$ cat src/rtl/rtc_pkg.sv
// Shared types and constants for the uPD4990 serial sequencer.
package rtc_pkg;

  localparam int TIME_W = 48;

  localparam logic [5:0] BITS_TIME = 6'd47;
  localparam logic [5:0] BITS_CMD  = 6'd3;

  localparam logic [3:0] RTC_HOLD     = 4'h0;
  localparam logic [3:0] RTC_SHIFT    = 4'h1;
  localparam logic [3:0] RTC_TIMESET  = 4'h2;
  localparam logic [3:0] RTC_TIMEREAD = 4'h3;

  typedef enum logic [1:0] {
    OP_CMD   = 2'd0,
    OP_WRITE = 2'd1,
    OP_READ  = 2'd2
  } op_e;

  typedef enum logic [2:0] {
    ST_IDLE   = 3'd0,
    ST_SETUP  = 3'd1,
    ST_BIT_LO = 3'd2,
    ST_BIT_HI = 3'd3,
    ST_PRE    = 3'd4,
    ST_STB    = 3'd5,
    ST_POST   = 3'd6,
    ST_FINISH = 3'd7
  } state_e;

  // Op code 3 is an alias of the command-only request.
  function automatic op_e decode_op(input logic [1:0] op);
    case (op)
      2'd1:    decode_op = OP_WRITE;
      2'd2:    decode_op = OP_READ;
      default: decode_op = OP_CMD;
    endcase
  endfunction

endpackage

$ cat src/rtl/rtc_bit_timer.sv
// Loadable 8-bit down-counter; tc is high while the count sits at zero.
module rtc_bit_timer (
  input  logic       CLK,
  input  logic       nRESET,
  input  logic       load,
  input  logic [7:0] load_val,
  output logic       tc
);

  logic [7:0] count_r;

  // Load on request, otherwise count down and park at zero.
  always_ff @(posedge CLK or negedge nRESET) begin
    if (!nRESET) begin
      count_r <= 8'd0;
    end else if (load) begin
      count_r <= load_val;
    end else if (count_r != 8'd0) begin
      count_r <= count_r - 8'd1;
    end
  end

  assign tc = (count_r == 8'd0);

endmodule

$ cat src/rtl/rtc_serial_ctrl.sv
// Sequencer driving the uPD4990 serial port: command, time write and time read.
module rtc_serial_ctrl
  import rtc_pkg::*;
#(
  parameter int DIV        = 4,
  parameter int STROBE_LEN = 4
) (
  input  logic              CLK,
  input  logic              nRESET,
  input  logic              REQ,
  input  logic [1:0]        OP,
  input  logic [3:0]        CMD,
  input  logic [TIME_W-1:0] WR_DATA,
  output logic              BUSY,
  output logic              DONE,
  output logic [TIME_W-1:0] RD_DATA,
  output logic              RTC_CS,
  output logic              RTC_CLK,
  output logic              RTC_DIN,
  output logic              RTC_STB,
  input  logic              RTC_DOUT
);

  localparam logic [7:0] DIV_M1 = 8'(DIV - 1);
  localparam logic [7:0] STB_M1 = 8'(STROBE_LEN - 1);
  localparam int         PAD_W  = TIME_W - 4;

  state_e            state_r;
  op_e               op_r;
  logic [1:0]        stage_r;
  logic [TIME_W-1:0] tx_sr_r;
  logic [TIME_W-1:0] rx_sr_r;
  logic [5:0]        bit_cnt_r;
  logic              tmr_load_s;
  logic [7:0]        tmr_val_s;
  logic              tmr_tc_s;
  logic              rd_data_stage_s;

  assign rd_data_stage_s = (op_r == OP_READ) && (stage_r == 2'd2);

  // Reload the phase timer on every state change; only STB uses the strobe length.
  always_comb begin
    tmr_load_s = 1'b0;
    tmr_val_s  = DIV_M1;
    case (state_r)
      ST_IDLE:   tmr_load_s = REQ;
      ST_FINISH: tmr_load_s = 1'b0;
      default:   tmr_load_s = tmr_tc_s;
    endcase
    if (state_r == ST_PRE) begin
      tmr_val_s = STB_M1;
    end else begin
      tmr_val_s = DIV_M1;
    end
  end

  rtc_bit_timer u_timer (
    .CLK      (CLK),
    .nRESET   (nRESET),
    .load     (tmr_load_s),
    .load_val (tmr_val_s),
    .tc       (tmr_tc_s)
  );

  // Main sequencer; all pin and handshake outputs are registered here.
  always_ff @(posedge CLK or negedge nRESET) begin
    if (!nRESET) begin
      state_r   <= ST_IDLE;
      op_r      <= OP_CMD;
      stage_r   <= 2'd0;
      tx_sr_r   <= '0;
      rx_sr_r   <= '0;
      bit_cnt_r <= 6'd0;
      BUSY      <= 1'b0;
      DONE      <= 1'b0;
      RD_DATA   <= '0;
      RTC_CS    <= 1'b0;
      RTC_CLK   <= 1'b0;
      RTC_DIN   <= 1'b0;
      RTC_STB   <= 1'b0;
    end else begin
      case (state_r)
        ST_IDLE: begin
          if (REQ) begin
            op_r    <= decode_op(OP);
            stage_r <= 2'd0;
            BUSY    <= 1'b1;
            RTC_CS  <= 1'b1;
            state_r <= ST_SETUP;
            case (decode_op(OP))
              OP_WRITE: begin
                tx_sr_r   <= WR_DATA;
                bit_cnt_r <= BITS_TIME;
              end
              OP_READ: begin
                tx_sr_r   <= {{PAD_W{1'b0}}, RTC_TIMEREAD};
                bit_cnt_r <= BITS_CMD;
              end
              default: begin
                tx_sr_r   <= {{PAD_W{1'b0}}, CMD};
                bit_cnt_r <= BITS_CMD;
              end
            endcase
          end
        end
        ST_SETUP: begin
          if (tmr_tc_s) begin
            state_r <= ST_BIT_LO;
            RTC_DIN <= tx_sr_r[0];
          end
        end
        ST_BIT_LO: begin
          if (tmr_tc_s) begin
            state_r <= ST_BIT_HI;
            RTC_CLK <= 1'b1;
            if (rd_data_stage_s) begin
              rx_sr_r <= {RTC_DOUT, rx_sr_r[TIME_W-1:1]};
            end
          end
        end
        ST_BIT_HI: begin
          if (tmr_tc_s) begin
            RTC_CLK <= 1'b0;
            if (bit_cnt_r != 6'd0) begin
              bit_cnt_r <= bit_cnt_r - 6'd1;
              tx_sr_r   <= {1'b0, tx_sr_r[TIME_W-1:1]};
              RTC_DIN   <= tx_sr_r[1];
              state_r   <= ST_BIT_LO;
            end else if ((op_r == OP_WRITE) && (stage_r == 2'd0)) begin
              // Time bits run straight into the TIMESET command bits.
              stage_r   <= 2'd1;
              tx_sr_r   <= {{PAD_W{1'b0}}, RTC_TIMESET};
              bit_cnt_r <= BITS_CMD;
              RTC_DIN   <= RTC_TIMESET[0];
              state_r   <= ST_BIT_LO;
            end else if (rd_data_stage_s) begin
              RD_DATA <= rx_sr_r;
              DONE    <= 1'b1;
              RTC_CS  <= 1'b0;
              RTC_DIN <= 1'b0;
              state_r <= ST_FINISH;
            end else begin
              RTC_DIN <= 1'b0;
              state_r <= ST_PRE;
            end
          end
        end
        ST_PRE: begin
          if (tmr_tc_s) begin
            RTC_STB <= 1'b1;
            state_r <= ST_STB;
          end
        end
        ST_STB: begin
          if (tmr_tc_s) begin
            RTC_STB <= 1'b0;
            state_r <= ST_POST;
          end
        end
        ST_POST: begin
          if (tmr_tc_s) begin
            if ((op_r == OP_READ) && (stage_r == 2'd0)) begin
              stage_r   <= 2'd1;
              tx_sr_r   <= {{PAD_W{1'b0}}, RTC_SHIFT};
              bit_cnt_r <= BITS_CMD;
              RTC_DIN   <= RTC_SHIFT[0];
              state_r   <= ST_BIT_LO;
            end else if ((op_r == OP_READ) && (stage_r == 2'd1)) begin
              stage_r   <= 2'd2;
              tx_sr_r   <= '0;
              bit_cnt_r <= BITS_TIME;
              RTC_DIN   <= 1'b0;
              state_r   <= ST_BIT_LO;
            end else begin
              DONE    <= 1'b1;
              RTC_CS  <= 1'b0;
              state_r <= ST_FINISH;
            end
          end
        end
        ST_FINISH: begin
          DONE    <= 1'b0;
          BUSY    <= 1'b0;
          state_r <= ST_IDLE;
        end
        default: begin
          state_r <= ST_IDLE;
        end
      endcase
    end
  end

endmodule
$ cat config.mk
export PLATFORM = sky130hd
export DESIGN_NAME = rtc_serial_ctrl
export DESIGN_NICKNAME = d
export VERILOG_FILES = /design/src/rtl/rtc_pkg.sv /design/src/rtl/rtc_bit_timer.sv /design/src/rtl/rtc_serial_ctrl.sv
export SDC_FILE = /design/constraint.sdc
export NUM_CORES = 1
export LEC_CHECK = 0
export CORE_MARGIN = 3
export CORE_UTILIZATION = 40
export DETAILED_ROUTE_END_ITERATION = 6
export GPL_ROUTABILITY_DRIVEN = 0
export GPL_TIMING_DRIVEN = 0
export SYNTH_ARGS = -nofsm -noshare
export SYNTH_HDL_FRONTEND = slang
export SYNTH_SLANG_ARGS = --single-unit
$ cat constraint.sdc
create_clock -name CLK -period 2.67 [get_ports CLK]
set_input_delay 0.267 -clock CLK [delete_from_list [all_inputs] [get_ports CLK]]
set_output_delay 0.267 -clock CLK [all_outputs]
set_load 0.005 [all_outputs]
==> summary.txt <==
die span in x - 145 um
initial core utilization - 0.409
WL/cell - 16.5 um
clock transition at the registers of the reported paths - 0.06 ns
# fillers - 1594
number of synthesized flops with an enable pin - 0
worst rel slew slack - 0.513
die height - 145 um
setup_tns - 0 ns
worst setup margin - 0.140 ns
Clock Path Buffers - 2
Hold Violations, Final - 0
I/O Buffers - 111
Ant. Diodes - 0
clk sinks - 171
syn avg cell area - 13.6 um2
CTS tree - done
Tcrit/Tclk final - 0.947
status - finished clean
top-count cell post-synth - dfrtp_1
total grt overflow - 0
layout cells sized above 1 - 0.304
multi-input logic area - 0.00324 mm2
global-route usage over all layers - 0.158
critical path arrival - 2.83 ns
Post-Syn Nets - 630
Pleak - 0.00462 uW
dominant cells by area after synthesis - dfrtp_1 56%, mux2_2 18%, a22o_1 4.9%, mux2_4 3.9%, buf_6 1.2%
sequential share of the synthesized area - 0.555
fin nets - 768
number of global-route vias before repair - 5236
total wire length - 16200 um
Startpoint Class - flip-flop
Yosys cell types - 61
final-report max-slew violation count - 0
FFs w/ async S/R, synth - 1.00
ys flop type - dfrtp_1
Initial DRT Pass Iterations - 4
later-pin clock latency in the skew report - 0.42 ns
pwr/cell area - 744 mW/mm2
worst hold path class - input port to asynchronous set/reset pin
Antenna Nets Post-Route - 0
register area - 0.00428 mm2
R2R Path End - RD_DATA[25]
crit path capture type - flip-flop
Final Skew - 0.00702 ns
initial antenna violation count - 0
Tmin final - 2.53 ns
YS warnings - 0
worst-margin pin slew - 0.721 ns
vias per cell - 5.22
Crit Path Category - flip-flop to flip-flop
first-pass GRT wire length - 26300 um
die area - 0.0210 mm2
DP Area - 0.00918 mm2
maxcap violations - 0
CTS root buf - clkbuf_16
Post-synth top cells - 171 x dfrtp_1, 123 x mux2_2, 43 x a22o_1
post-layout util - 0.523
worst hold slack - 0.377 ns
top-area cell type share of the netlist area - 0.555
post-synthesis sequential element count - 171
CP required - 2.97 ns
Max VDD drop - 0.444 mV
Design Area, Final - 0.00984 mm2
total CTS buffers - 17
Vias - 5093
R2R Setup Slk - 0.14 ns
Place WS - -0.379 ns
cells after synthesis - 566
largest net degree at the start of global routing - 109
worst r2r src - bit_cnt_r[0]
RSZ-0062 raised after global routing - true
Fmax achieved - 395 MHz
Post-DP HPWL - 11300 um
post-synthesis cell area - 0.00771 mm2
core area - 0.0188 mm2
row cnt - 50
Synth area leader - dfrtp_1
DRT iter0 DRCs - 322
Area growth, synth to finish - 27.7%
H-tree levels - 4
Top-Level Pins - 112
Post-route DRC - 0
reg2reg path depth - 8
Final setup viols - 0
CP max FO - 10
-- cell families (layout without fill, tap and decap cells) --
kind of cell    Yosys count  count (layout)  synth area share
buf+inv                  45             195            0.0312
flops                   171             171             0.555
compound gates          109             109             0.107
fa+ha+maj                 6               6           0.00974
mux                     147             147             0.224
xor+xnor                  8               8           0.00909
simple gates             80              80            0.0638
-- repair_timing --
| item | CTS | global route |
|---|---|---|
| setup endpoints to repair | 98 | 93 |
| setup buffers | 1 | 5 |
| pin swaps | 2 | 3 |
| gates resized for setup | 7 | 10 |
| hold endpoints to repair | 63 | 0 |
| hold buffers | 1 | 0 |
| cloned | 0 | 0 |
-- worst max-delay path, cell delays in order (launching register included) --
cell and delay (ns):
dfrtp_1 0.40, inv_1 0.09, ha_1 0.23, nor3b_4 0.28, nand4_1 0.22, nor3_4 0.31
clkbuf_4 0.28, clkbuf_4 0.25, mux2_2 0.35
-- power breakdown --
part,switching [uW],total (uW),internal (uW)
sequential,307,3280,2980
combinational,927,1790,860
clock,1030,2250,1220
total,2270,7320,5050
-- final cells by class --
| cell class | count | share of cell area |
|---|---|---|
| sequential | 171 | 0.435 |
| multi-input combinational | 350 | 0.329 |
| timing repair buffer | 119 | 0.123 |
| clock buffer | 18 | 0.0446 |
| tap | 260 | 0.0330 |
| buffer | 34 | 0.0214 |
| clock inverter | 13 | 0.00966 |
| inverter | 11 | 0.00419 |
-- worst max-delay path by stage --
stage | start | end | slack, ns | cells after the start
4_1_cts | state_r[1] | tx_sr_r[13] | 0.03 | 6
3_5_place_dp | REQ | tx_sr_r[13] | -0.38 | 6
5_1_grt | state_r[1] | tx_sr_r[21] | -0.01 | 7
2_1_floorplan | bit_cnt_r[0] | RD_DATA[10] | 0.40 | 8
3_3_place_gp | nRESET | RD_DATA[42] | -5.57 | 1
6_report | bit_cnt_r[0] | RD_DATA[25] | 0.14 | 8
-- per-stage QoR --
stage / instances / power (uW)
2_1_floorplan: 566 / 4430
3_5_place_dp: 938 / 4990
4_1_cts: 971 / 7320
3_3_place_gp: 937 / 4900
6_report: 976 / 7320
5_1_grt: 976 / 7730
-- sequential cells by signal (all words and copies together), names as in the netlist --
name / flops
RD_DATA: 48
rx_sr_r: 48
tx_sr_r: 48
u_timer.count_r: 8
bit_cnt_r: 6
state_r: 3
op_r: 2
stage_r: 2
BUSY: 1
DONE: 1
RTC_CLK: 1
RTC_CS: 1
RTC_DIN: 1
RTC_STB: 1
-- cell usage in the layout (no fill, tap or decap), drive strengths merged, types with 4 or more instances in the layout --
master,n
dfrtp,171
mux2,146
clkdlybuf4s50,110
a22o,43
clkbuf,38
buf,22
nor2,21
o21ai,17
inv,15
nand2,13
a31oi,10
nor3,10
a21oi,9
xor2,7
ha,6
clkinv,6
nand2b,5
o31ai,4
nor3b,4
-- per-layer routing --
metal / global-route usage / part of all wire
met3: 0.0578 / 0.067
met1: 0.214 / 0.47
met4: 0.0437 / 0.012
met2: 0.239 / 0.45
met5: 0 / 0
Note: power is estimated with default switching activity, not from simulation.
